### config.mk
export PLATFORM = sky130hd
export DESIGN_NAME = fifo_read_arbiter_flat
export DESIGN_NICKNAME = d
export VERILOG_FILES = /design/src/rtl/fifo_arb_pkg.sv /design/src/rtl/fifo_read_arbiter_if.sv /design/src/rtl/fifo_read_arbiter_pick.sv /design/src/rtl/fifo_read_arbiter.sv /design/src/flat_wrapper.sv
export SDC_FILE = /design/constraint.sdc
export NUM_CORES = 1
export LEC_CHECK = 0
export ABC_CLOCK_PERIOD_IN_PS = 2700
export BUFFER_PORTS_ARGS = -buffer_cell sky130_fd_sc_hd__buf_4
export CAP_MARGIN = 20
export CELL_PAD_IN_SITES_DETAIL_PLACEMENT = 0
export CELL_PAD_IN_SITES_GLOBAL_PLACEMENT = 1
export CORE_MARGIN = 4
export CORE_UTILIZATION = 33
export DETAILED_ROUTE_END_ITERATION = 12
export GPL_TIMING_DRIVEN = 0
export PLACE_DENSITY_LB_ADDON = 0.2
export SLEW_MARGIN = 20
export SYNTH_ARGS = -nofsm -noshare
export SYNTH_HDL_FRONTEND = slang
export SYNTH_SLANG_ARGS = --single-unit
export TNS_END_PERCENT = 30
### constraint.sdc
create_clock -name read_clock -period 2.7 [get_ports read_clock]
set_input_delay 0.27 -clock read_clock [delete_from_list [all_inputs] [get_ports read_clock]]
set_output_delay 0.27 -clock read_clock [all_outputs]
set_load 0.05 [all_outputs]
### src/rtl/fifo_arb_pkg.sv
`default_nettype none
// ============================================================================
// Module : fifo_arb_pkg
// Brief  : Shared types and round-robin index helpers for fifo_read_arbiter.
// Rev    : 1.0  initial release
// ============================================================================
package fifo_arb_pkg;

  typedef enum logic [0:0] {
    S_ARB  = 1'b0,
    S_HOLD = 1'b1
  } arb_state_e;

  // Modular add for indices already below n, with off < n.
  function automatic int unsigned rr_add(input int unsigned ptr, input int unsigned off,
                                         input int unsigned n);
    int unsigned s;
    s = ptr + off;
    return (s >= n) ? (s - n) : s;
  endfunction

  function automatic int unsigned rr_next(input int unsigned ptr, input int unsigned n);
    return rr_add(ptr, 1, n);
  endfunction

endpackage
`default_nettype wire

### src/rtl/fifo_read_arbiter_if.sv
`default_nettype none
// ============================================================================
// Module : fifo_read_arbiter_if
// Brief  : FIFO read port plus consumer request/grant/data bundle.
// Rev    : 1.0  initial release
// ============================================================================
interface fifo_read_arbiter_if #(
  parameter int NUM_REQ    = 4,
  parameter int DATA_WIDTH = 8
);
  logic [NUM_REQ-1:0]    req;
  logic                  read_empty;
  logic [DATA_WIDTH-1:0] read_data;
  logic                  read_enable;
  logic [NUM_REQ-1:0]    grant;
  logic [DATA_WIDTH-1:0] data_out;
  logic [NUM_REQ-1:0]    data_valid;

  // master: the arbiter, which owns the FIFO pop and the consumer results
  modport master (
    input  req, read_empty, read_data,
    output read_enable, grant, data_out, data_valid
  );

  modport slave (
    output req, read_empty, read_data,
    input  read_enable, grant, data_out, data_valid
  );
endinterface
`default_nettype wire

### src/rtl/fifo_read_arbiter_pick.sv
`default_nettype none
// ============================================================================
// Module : rr_priority_pick
// Brief  : Combinational rotate-search: first set req bit starting at ptr.
// Rev    : 1.0  initial release
// ============================================================================
module rr_priority_pick
  import fifo_arb_pkg::*;
#(
  parameter int NUM_REQ = 4,
  parameter int IDX_W   = 2
) (
  input  wire logic [NUM_REQ-1:0] req,
  input  wire logic [IDX_W-1:0]   ptr,
  output logic      [NUM_REQ-1:0] win_oh,
  output logic      [IDX_W-1:0]   win_idx,
  output logic                    win_any
);

  logic [IDX_W-1:0] cand;

  always_comb begin
    win_oh  = '0;
    win_idx = '0;
    win_any = 1'b0;
    cand    = '0;
    for (int i = 0; i < NUM_REQ; i++) begin
      cand = IDX_W'(rr_add(32'(ptr), i, NUM_REQ));
      if (!win_any && req[cand]) begin
        win_any      = 1'b1;
        win_oh[cand] = 1'b1;
        win_idx      = cand;
      end
    end
  end

endmodule
`default_nettype wire

### src/rtl/fifo_read_arbiter.sv
`default_nettype none
// ============================================================================
// Module : fifo_read_arbiter
// Brief  : Round-robin share of one FIFO read port; optional burst ownership
//          enabled by defining FIFO_RD_ARB_BURST_EN.
// Rev    : 1.0  initial release
// ============================================================================
module fifo_read_arbiter
  import fifo_arb_pkg::*;
#(
  parameter int NUM_REQ    = 4,
  parameter int DATA_WIDTH = 8,
  parameter int BURST_LEN  = 4
) (
  input wire logic            read_clock,
  input wire logic            reset,
  fifo_read_arbiter_if.master bus
);

  localparam int IDX_W = $clog2(NUM_REQ);

  logic [NUM_REQ-1:0]    eligible;
  logic [NUM_REQ-1:0]    win_oh;
  logic [IDX_W-1:0]      win_idx;
  logic                  win_any;
  logic                  pop;
  logic [NUM_REQ-1:0]    grant;
  logic [IDX_W-1:0]      ptr_q, ptr_d;
  logic [DATA_WIDTH-1:0] data_out_q, data_out_d;
  logic [NUM_REQ-1:0]    data_valid_q, data_valid_d;

  rr_priority_pick #(
    .NUM_REQ (NUM_REQ),
    .IDX_W   (IDX_W)
  ) u_pick (
    .req     (eligible),
    .ptr     (ptr_q),
    .win_oh  (win_oh),
    .win_idx (win_idx),
    .win_any (win_any)
  );

  assign pop             = win_any & ~bus.read_empty & ~reset;
  assign grant           = pop ? win_oh : '0;
  assign bus.read_enable = pop;
  assign bus.grant       = grant;

  // read_data carries the head word, so it is captured on the pop edge itself
  assign data_out_d   = pop ? bus.read_data : data_out_q;
  assign data_valid_d = grant;

`ifdef FIFO_RD_ARB_BURST_EN
  localparam int CNT_W = $clog2(BURST_LEN + 1);

  arb_state_e         state_q, state_d;
  logic [IDX_W-1:0]   owner_q, owner_d;
  logic [CNT_W-1:0]   cnt_q, cnt_d;
  logic [NUM_REQ-1:0] owner_oh;
  logic               hold_exit;

  always_comb begin
    owner_oh          = '0;
    owner_oh[owner_q] = 1'b1;
    hold_exit = (cnt_q == CNT_W'(BURST_LEN)) | ~bus.req[owner_q] | bus.read_empty;
    if (state_q == S_HOLD) begin
      eligible = hold_exit ? '0 : (bus.req & owner_oh);
    end else begin
      eligible = bus.req;
    end
  end

  always_comb begin
    state_d = state_q;
    owner_d = owner_q;
    cnt_d   = cnt_q;
    ptr_d   = ptr_q;
    case (state_q)
      S_ARB: begin
        if (pop) begin
          state_d = S_HOLD;
          owner_d = win_idx;
          cnt_d   = CNT_W'(1);
          ptr_d   = IDX_W'(rr_next(32'(win_idx), NUM_REQ));
        end
      end
      S_HOLD: begin
        // The exit cycle never pops; arbitration resumes on the next cycle.
        if (hold_exit) begin
          state_d = S_ARB;
          cnt_d   = '0;
          ptr_d   = IDX_W'(rr_next(32'(owner_q), NUM_REQ));
        end else if (pop) begin
          cnt_d = cnt_q + 1'b1;
        end
      end
      default: state_d = S_ARB;
    endcase
  end

  always_ff @(posedge read_clock or posedge reset) begin
    if (reset) begin
      state_q <= S_ARB;
      owner_q <= '0;
      cnt_q   <= '0;
    end else begin
      state_q <= state_d;
      owner_q <= owner_d;
      cnt_q   <= cnt_d;
    end
  end
`else
  assign eligible = bus.req;
  assign ptr_d    = pop ? IDX_W'(rr_next(32'(win_idx), NUM_REQ)) : ptr_q;
`endif

  always_ff @(posedge read_clock or posedge reset) begin
    if (reset) begin
      ptr_q        <= '0;
      data_out_q   <= '0;
      data_valid_q <= '0;
    end else begin
      ptr_q        <= ptr_d;
      data_out_q   <= data_out_d;
      data_valid_q <= data_valid_d;
    end
  end

  assign bus.data_out   = data_out_q;
  assign bus.data_valid = data_valid_q;

endmodule
`default_nettype wire

### src/flat_wrapper.sv
// flat-port wrapper written by rule: the top's interface ports become plain ports
module fifo_read_arbiter_flat import fifo_arb_pkg::*;
#(
  parameter int NUM_REQ    = 4,
  parameter int DATA_WIDTH = 8,
  parameter int BURST_LEN  = 4
)
  (read_clock, reset, bus_req, bus_read_empty, bus_read_data, bus_read_enable, bus_grant, bus_data_out, bus_data_valid);
  fifo_read_arbiter_if #(.NUM_REQ(NUM_REQ), .DATA_WIDTH(DATA_WIDTH)) bus_i ();
  input wire logic read_clock;
  input wire logic reset;
  input wire logic [$bits(bus_i.req)-1:0] bus_req;
  input wire logic [$bits(bus_i.read_empty)-1:0] bus_read_empty;
  input wire logic [$bits(bus_i.read_data)-1:0] bus_read_data;
  output wire logic [$bits(bus_i.read_enable)-1:0] bus_read_enable;
  output wire logic [$bits(bus_i.grant)-1:0] bus_grant;
  output wire logic [$bits(bus_i.data_out)-1:0] bus_data_out;
  output wire logic [$bits(bus_i.data_valid)-1:0] bus_data_valid;
  assign bus_i.req = bus_req;
  assign bus_i.read_empty = bus_read_empty;
  assign bus_i.read_data = bus_read_data;
  assign bus_read_enable = bus_i.read_enable;
  assign bus_grant = bus_i.grant;
  assign bus_data_out = bus_i.data_out;
  assign bus_data_valid = bus_i.data_valid;
  fifo_read_arbiter #(.NUM_REQ(NUM_REQ), .DATA_WIDTH(DATA_WIDTH), .BURST_LEN(BURST_LEN)) u_core (.read_clock(read_clock), .reset(reset), .bus(bus_i));
endmodule
After elaboration in Yosys (flattened, before gate mapping). Index checks and enable logic that the tools add are counted.

Register bits: 14. Bits of input ports: 15. Output and inout bits: 17. Logic and storage cells: 76.

Add/subtract/negate cells: 9. Magnitude comparators: 13. Multiplexer cells: 34. Bitwise gates (word level): 7. Reductions and logical operators: 10.

Operators with widths (count): 4-bit 2-to-1 mux (5); 2-bit 2-to-1 mux (9); 3-bit >= comparator (second input constant) (4); 2-bit by 3-bit less-than comparator with 1-bit output (second input constant) (4); 1-bit 2-to-1 mux (12); 4-bit OR (3); 2-bit by 1-bit subtractor with 2-bit output (second input constant) (5); 1-bit binary-select mux with 2-bit select (4); 1-bit demux with 2-bit select (4); 2-bit by 1-bit >= comparator with 1-bit output (second input constant) (4); 1-bit logical AND (7); 2-bit by 1-bit adder with 3-bit output (second input constant) (2); 2-bit by 2-bit adder with 3-bit output (second input constant) (2); 2-bit by 3-bit >= comparator with 1-bit output (second input constant) (1); 1-bit logical NOT (3); 1-bit bitwise AND (2); 1-bit NOT (2).

Longest topological paths before layout. Gate-level depths: netlist of run 1.

Word-level depth: 17. Gate-level depth with buffers: 10. Gate-level depth less buffers: 8.

Cells and area by module. Synthesis of run 1 repeated with hierarchy kept, for this count alone.

Cell total of the unflattened synthesis: 78. Area total of the unflattened synthesis: 978.4 um^2.

Modules (own cells, without submodules): fifo_read_arbiter (instances 1, cells each 33, area each 556.8 um^2, seq. area each 350.3 um^2); rr_priority_pick (instances 1, cells each 45, area each 421.7 um^2, seq. area each 0.0 um^2).

Worst setup path before layout of run 1. OpenSTA, ideal clock, no wires.

Path type: reg2out. From: reg u_core.ptr_q[0]. To: out bus_grant[0]. Data arrival time: 3.028 ns. Data required time: 2.430 ns. Path slack: -0.598 ns. Cell stages (with the launch flop): 10. Buffers on the path: 2. Path through: dfrtp_1 buf_2 buf_1 inv_1 ha_1 mux4_2 or2_4 nor3_2 a221oi_1 nor2_1.

Longest elaborated chain between the ends: 17. Elaborated cells between the ends (all ways): 63. Those cells by class: 7 x add/sub; 12 x order compare; 29 x mux; 5 x bitwise; 10 x reduce/logical.

RTL lines: start: declaration (line fifo_read_arbiter.sv:28) `logic [IDX_W-1:0] ptr_q, ptr_d;`; start signal: assignment (line fifo_read_arbiter.sv:122) `ptr_q <= ptr_d;`; parallel branches: the longest is 16 deep, another holds 2-bit by 1-bit adder with 3-bit output; 4-bit 2-to-1 mux * (line fifo_read_arbiter.sv:44) `assign grant = pop ? win_oh : '0;`; end: declaration (line flat_wrapper.sv:16) `output wire logic [$bits(bus_i.grant)-1:0] bus_grant;`.

Every way passes the cells marked *. The select of a mux whose other input is x is not followed.

Final worst setup path of run 1.
From: reg u_core.ptr_q[1]. To: out bus_grant[1].

Same word-level chain as after synthesis.

==> reports/results.ini, run 1 <==
[run_status]
status=finished, violations left
violations=setup timing

[floorplanning]
fp.dieW_um=62.21
fp-row-count=19
die_y_um=62.21
io_pins=32
dieArea_um2=3869
fp.coreArea_um2=2781
start_util=0.3486

[place]
portBuffers=30
place_area_um2=1286
finalWeightedCongestion=0.7605
place.detailed.hpwl_um=1862

[sta]
rsz0062_at_grt=true
layout_setup_ws_ns=-0.03325
fin_worst_skew_ns=0.0006569
setup_viol=4
slew_violations=0
holdWs_ns=0.03624
slew_headroom=0.6356
setup_tns_ns=-0.09891
hold_violations=0
finalCritPeriodShare=1.012
tightest_slew_ns=0.5459
max_freq_mhz=365.9
finalCriticalPeriod_ns=2.733

[yosys]
avgSynthCellArea_um2=9.235
synth_top_cell_by_area=dfrtp_1
yosysUniqueCellTypes=30
synth_area_leaders=dfrtp_1, nand2_1, ha_1, mux4_2, a221oi_1
yosys.area.top_type_share=0.3613
synth_nets=128
synth_area_um2=969.7
synth_seq_cells=14
syn_inst=105
ys_warn_count=0
seq_area_frac_synth=0.3613

[power_and_ir_drop]
ir_drop_mv=0.6841
power.leakage_uw=0.0007486
p_per_area_nw_per_um2=1236
p_total_uw=1919

[route]
via_count=975
drtIter0Drc=39
top_layer=met4
wl_met3_um=122
routed_via_density=5.214
avgRoutedWirePerCell_um=15.06
met2WireLength_um=1441
routed_wl_um=2816
firstDrtPassIters=4
ant_nets=0
drt-met1-wl_um=1185
route.detailed.drc=0

[finish]
n_antenna_cell=0
final_core_util=0.5583
multiInputGateArea_um2=648.1
register_area_um2=352.8
area_delta_synth_final_pct=60.13
drive_above_1_share=0.5064
finalInstanceArea_um2=1553
fillCellCount=269
fin_nets=180

[clocking]
clock-sinks=14
cts_buffer_depth=2
clkTransAtPathRegs_ns=0.08
cts_made_buffers=3
clock_latency_ns=0.28
cts-root-buf=clkbuf_4
cts_tree=done
htreeDepth=1
cts_hold_buffers=0

[setup_path]
crit_arrival_ns=2.46
cp-start-kind=flip-flop
crit_fanout=4
critPathCaptureType=output pin
path_class=flip-flop to output pin
required_ns=2.43

[grt]
grt_overflow=0
grt_max_degree=15
grt_pass1_wl_um=4678
grtUsageTotal=0.1522
grt_pass1_vias=965
antenna_found_initial=0

[run]
cap_viol_max_count=0

[hold_path]
hp-class=primary input to asynchronous set/reset pin

## kinds of logic (layout without fill, tap and decap cells)
logic type,Yosys count,in the layout,share of synthesized area
buf+inv,11,62,0.05417
compound gates,23,23,0.1858
xor+xnor,1,1,0.009034
fa+ha+maj,8,8,0.1032
flops,14,14,0.3613
simple gates,44,44,0.1935
mux,4,4,0.09291
## metal layers
layer | up-vias | track usage
met5 | - | 0
met4 | 0 | 0.07317
met3 | 6 | 0.03604
met2 | 24 | 0.2461
met1 | 476 | 0.1885
li1 | 469 | -
## cell usage after synthesis
library cell and n:
dfrtp_1 14, and3_1 1, mux4_2 4, buf_1 1
inv_2 1, ha_1 8, buf_6 1, a21oi_1 1
or2_4 1, nor4b_1 1, a32oi_1 1, o31ai_4 1
o22ai_1 1, nand2_1 29, nor2b_1 1, a211o_1 1
a22o_1 1, buf_2 3, nor2_1 9, o21ai_1 2
clkbuf_1 1, o21ba_2 1, o21ai_0 4, o21bai_1 1
a22oi_1 4, inv_1 4, xnor2_1 1, nor3_2 1
a221oi_1 5, nor3_1 1
## final timing paths
path	from	end	slack (ns)	cells past startpoint
max reg2reg	u_core.ptr_q[1]	u_core.ptr_q[0]	0.43	10
max in group asynchronous	reset	u_core.ptr_q[0]	2.27	2
min reg2reg	u_core.bus.data_out[5]	u_core.bus.data_out[5]	0.48	2
min in group read_clock	bus_read_data[4]	u_core.bus.data_out[4]	0.17	3
max	u_core.ptr_q[1]	bus_grant[1]	-0.03	9
min	reset	u_core.bus.data_out[5]	0.04	2
## area by class of cell
class,instances,share of cell area
inverters,5,0.02095
multi-input cells,80,0.4174
plain buffers,5,0.02740
clock buffers,4,0.02337
well taps,31,0.02498
flip-flops and latches,14,0.2272
repair buffers,48,0.2587
## metrics by stage
| stage | setup WS (ns) | instances |
|---|---|---|
| detailed placement | -0.4386 | 166 |
| global route | -0.1428 | 187 |
| finish | -0.03325 | 187 |
| CTS | -0.03029 | 187 |
| floorplan | 0.007323 | 105 |
| global placement | -0.4124 | 166 |
## sequential cells by signal, summed over array words and instances, names as in the netlist
| name | flops |
|---|---|
| u_core.bus.data_out | 8 |
| u_core.bus.data_valid | 4 |
| u_core.ptr_q | 2 |
## critical path, cell delays in order, from the launching register on
cell and delay, ns:
dfrtp_2 0.37, buf_6 0.10, clkinvlp_4 0.10, ha_4 0.28, mux4_2 0.34, or2_4 0.30
nor3_4 0.26, a221oi_2 0.13, nor2_4 0.14, buf_8 0.15
## placed cells by master, fill, tap and decap left out, drive strengths merged, types with 2 or more instances in the layout
master / count
nand2: 29
o21ai: 6
ha: 8
buf: 52
nor3: 2
a22oi: 4
mux4: 4
dfrtp: 14
inv: 4
a221oi: 5
nor2: 9
clkbuf: 5
## report_power, final
| group | switching [uW] | internal [uW] |
|---|---|---|
| sequential | 40.8 | 274 |
| clock | 66.9 | 82.2 |
| combinational | 811 | 644 |
| total | 919 | 1000 |
## timing repair
action                                  4_1_cts  5_1_grt
buffers inserted                             18        0
gates resized for setup                      25        4
endpoints found under the setup margin       18        5
cloned                                        0        0
pin swaps                                     7        2
endpoints found under the hold margin         0        0
Power figures use the tool's default switching activity.
==> run 2, diff against run 1 <==
--- a/config.mk
+++ b/config.mk
@@ -15,6 +15,7 @@
 export DETAILED_ROUTE_END_ITERATION = 12
 export GPL_TIMING_DRIVEN = 0
 export PLACE_DENSITY_LB_ADDON = 0.2
+export SETUP_SLACK_MARGIN = 0.05
 export SLEW_MARGIN = 20
 export SYNTH_ARGS = -nofsm -noshare
 export SYNTH_HDL_FRONTEND = slang
==> run 2 against run 1 <==
  * The run still ends with setup timing left
  * Power grew 1.8%
  * Cell area grew 2.4%
  * Sequential share of layout area shrank 0.62 points
  * Die area is the same
  * Count of clock-buffer cells in the layout shrank 1
  * Register-to-register slack lost 0.07 ns
  * Critical path depth is the same
  * Clock power shrank 23%
==> reports/results.ini, run 2 (same netlist as run 1, synthesis figures left out) <==
[setup_path]
critPathCaptureType=output pin  ; unchanged
crit_fanout=4  ; unchanged
required_ns=2.43  ; about the same
path_class=flip-flop to output pin  ; unchanged
crit_arrival_ns=2.48  ; was 2.46 ns
cp-start-kind=flip-flop  ; unchanged

[run]
cap_viol_max_count=0  ; unchanged

[floorplanning]
fp-row-count=19  ; unchanged
io_pins=32  ; unchanged
fp.coreArea_um2=2781  ; unchanged
start_util=0.3486  ; unchanged
die_y_um=62.21  ; unchanged
dieArea_um2=3869  ; unchanged
fp.dieW_um=62.21  ; unchanged

[route]
firstDrtPassIters=4  ; unchanged
avgRoutedWirePerCell_um=14.16  ; was 15.06 um
routed_wl_um=2691  ; was 2816 um
drtIter0Drc=46  ; was 39
via_count=999  ; was 975
routed_via_density=5.258  ; was 5.214
route.detailed.drc=0  ; unchanged
ant_nets=0  ; unchanged

[finish]
fillCellCount=256  ; was 269
drive_above_1_share=0.5220  ; was 0.5064
area_delta_synth_final_pct=64.00  ; was 60.13%
mostFrequentLayoutCells=buf_4, nand2_1, dfrtp_1  ; unchanged
largest_register_ffs=8  ; unchanged
fin_nets=184  ; was 180
multiInputGateArea_um2=653.1  ; was 648.1 um^2
register_area_um2=351.6  ; was 352.8 um^2
layout_commonest_cell=buf_4  ; unchanged
n_antenna_cell=0  ; unchanged
final_core_util=0.5718  ; was 0.5583

[sta]
rsz0062_at_grt=true  ; unchanged
finalCriticalPeriod_ns=2.749  ; was 2.733 ns
setup_tns_ns=-0.1290  ; was -0.09891 ns
slew_headroom=0.6455  ; was 0.6356
layout_setup_ws_ns=-0.04937  ; was -0.03325 ns
max_freq_mhz=363.7  ; was 365.9 MHz
slew_violations=0  ; unchanged
hold_violations=0  ; unchanged
finalCritPeriodShare=1.018  ; was 1.012
setup_viol=4  ; unchanged
fin_worst_skew_ns=0.002806  ; was 0.0006569 ns
tightest_slew_ns=0.5312  ; was 0.5459 ns
holdWs_ns=0.03890  ; was 0.03624 ns

[power_and_ir_drop]
swShare=0.4769  ; was 0.4790
power.share.sequential=0.156  ; was 0.164
power_frac_comb=0.786  ; was 0.758
power.leakage_uw=0.0007659  ; was 0.0007486 uW
p_switching_uw=931.5  ; was 919.1 uW
p_per_area_nw_per_um2=1228  ; was 1236 nW/um^2
power.internal_uw=1022  ; was 999.9 uW
p_total_uw=1953  ; was 1919 uW
p_clk_frac=0.058  ; was 0.078
ir_drop_mv=0.6955  ; was 0.6841 mV

[clocking]
cts-root-buf=clkbuf_4  ; unchanged
cts_made_buffers=3  ; unchanged
cts_buffer_depth=2  ; unchanged
htreeDepth=1  ; unchanged
clock-sinks=14  ; unchanged
cts_tree=done  ; unchanged
clkTransAtPathRegs_ns=0.08  ; about the same
clock_latency_ns=0.27  ; was 0.28 ns

[run_status]
violations=setup timing  ; unchanged
status=finished, violations left  ; unchanged

[place]
finalWeightedCongestion=0.7587  ; was 0.7605
place.detailed.hpwl_um=1768  ; was 1862 um
portBuffers=30  ; unchanged

[grt]
grtUsageTotal=0.1457  ; was 0.1522
grt_overflow=0  ; unchanged
antenna_found_initial=0  ; unchanged
grt_pass1_wl_um=4726  ; was 4678 um
grt_pass1_vias=1008  ; was 965
grt_max_degree=15  ; unchanged

[hold_path]
hp-class=primary input to asynchronous set/reset pin  ; unchanged

run 2: what timing repair did:
| item | 4_1_cts | 5_1_grt |
|---|---|---|
| pin swaps | 6 | 10 |
| setup endpoints to repair | 17 | 5 |
| buffers inserted | 20 | 1 |
| resized for setup | 24 | 8 |
| endpoints found under the hold margin | 0 | 0 |
| hold buffers | 0 | 0 |
run 2: per-stage QoR:
step	std cells	worst slack (ns)	area [um^2]
after CTS	189	-0.1130	1544
after detailed placement	166	-0.3674	1289
after floorplan	105	0.1007	1025
final	190	-0.04937	1590
after global routing	190	-0.1257	1590
after global placement	166	-0.3414	1289
run 2: path summary, 6_finish.rpt:
check | start | to | slack (ns) | depth (start not counted)
worst max-delay path | u_core.ptr_q[1] | bus_grant[3] | -0.05 | 9
worst min-delay path | reset | u_core.bus.data_out[2] | 0.04 | 2
worst max register to register | u_core.ptr_q[1] | u_core.bus.data_out[4] | 0.36 | 11
worst min register to register | u_core.bus.data_out[3] | u_core.bus.data_out[3] | 0.48 | 2
max in group asynchronous | reset | u_core.ptr_q[1] | 2.28 | 2
min in group read_clock | bus_read_data[0] | u_core.bus.data_out[0] | 0.18 | 3
run 2: routing by layer:
metal  track usage  vias to the layer above  part of all wire
met2        0.2474                       32              0.52
met1        0.1824                      487              0.41
met4       0.02439                        0            0.0052
met3       0.04505                        2             0.056
li1              -                      478                 -
met5             0                        -                 0
run 2: worst max-delay path, cell delays in order (launching register included):
cell	delay, ns
dfrtp_2	0.38
buf_6	0.11
clkinvlp_4	0.11
ha_4	0.29
mux4_2	0.34
or2_4	0.29
nor3_4	0.26
a221oi_2	0.12
nor2_4	0.14
buf_8	0.15
run 2: power by group through the flow:
stage	combinational, uW	clock [uW]	sequential [uW]
finish	1530	114	304
global route	1640	129	314
CTS	1430	117	305
detailed placement	1120	0	323
global placement	1110	0	322
floorplan	720	0	481
run 2: cell type report:
class	count	share of cell area
Sequential cell	14	0.2211
Inverter	5	0.02046
Buffer	6	0.04013
Tap cell	31	0.02439
Clock buffer	3	0.01416
Timing Repair Buffer	51	0.2691
Multi-Input combinational cell	80	0.4107
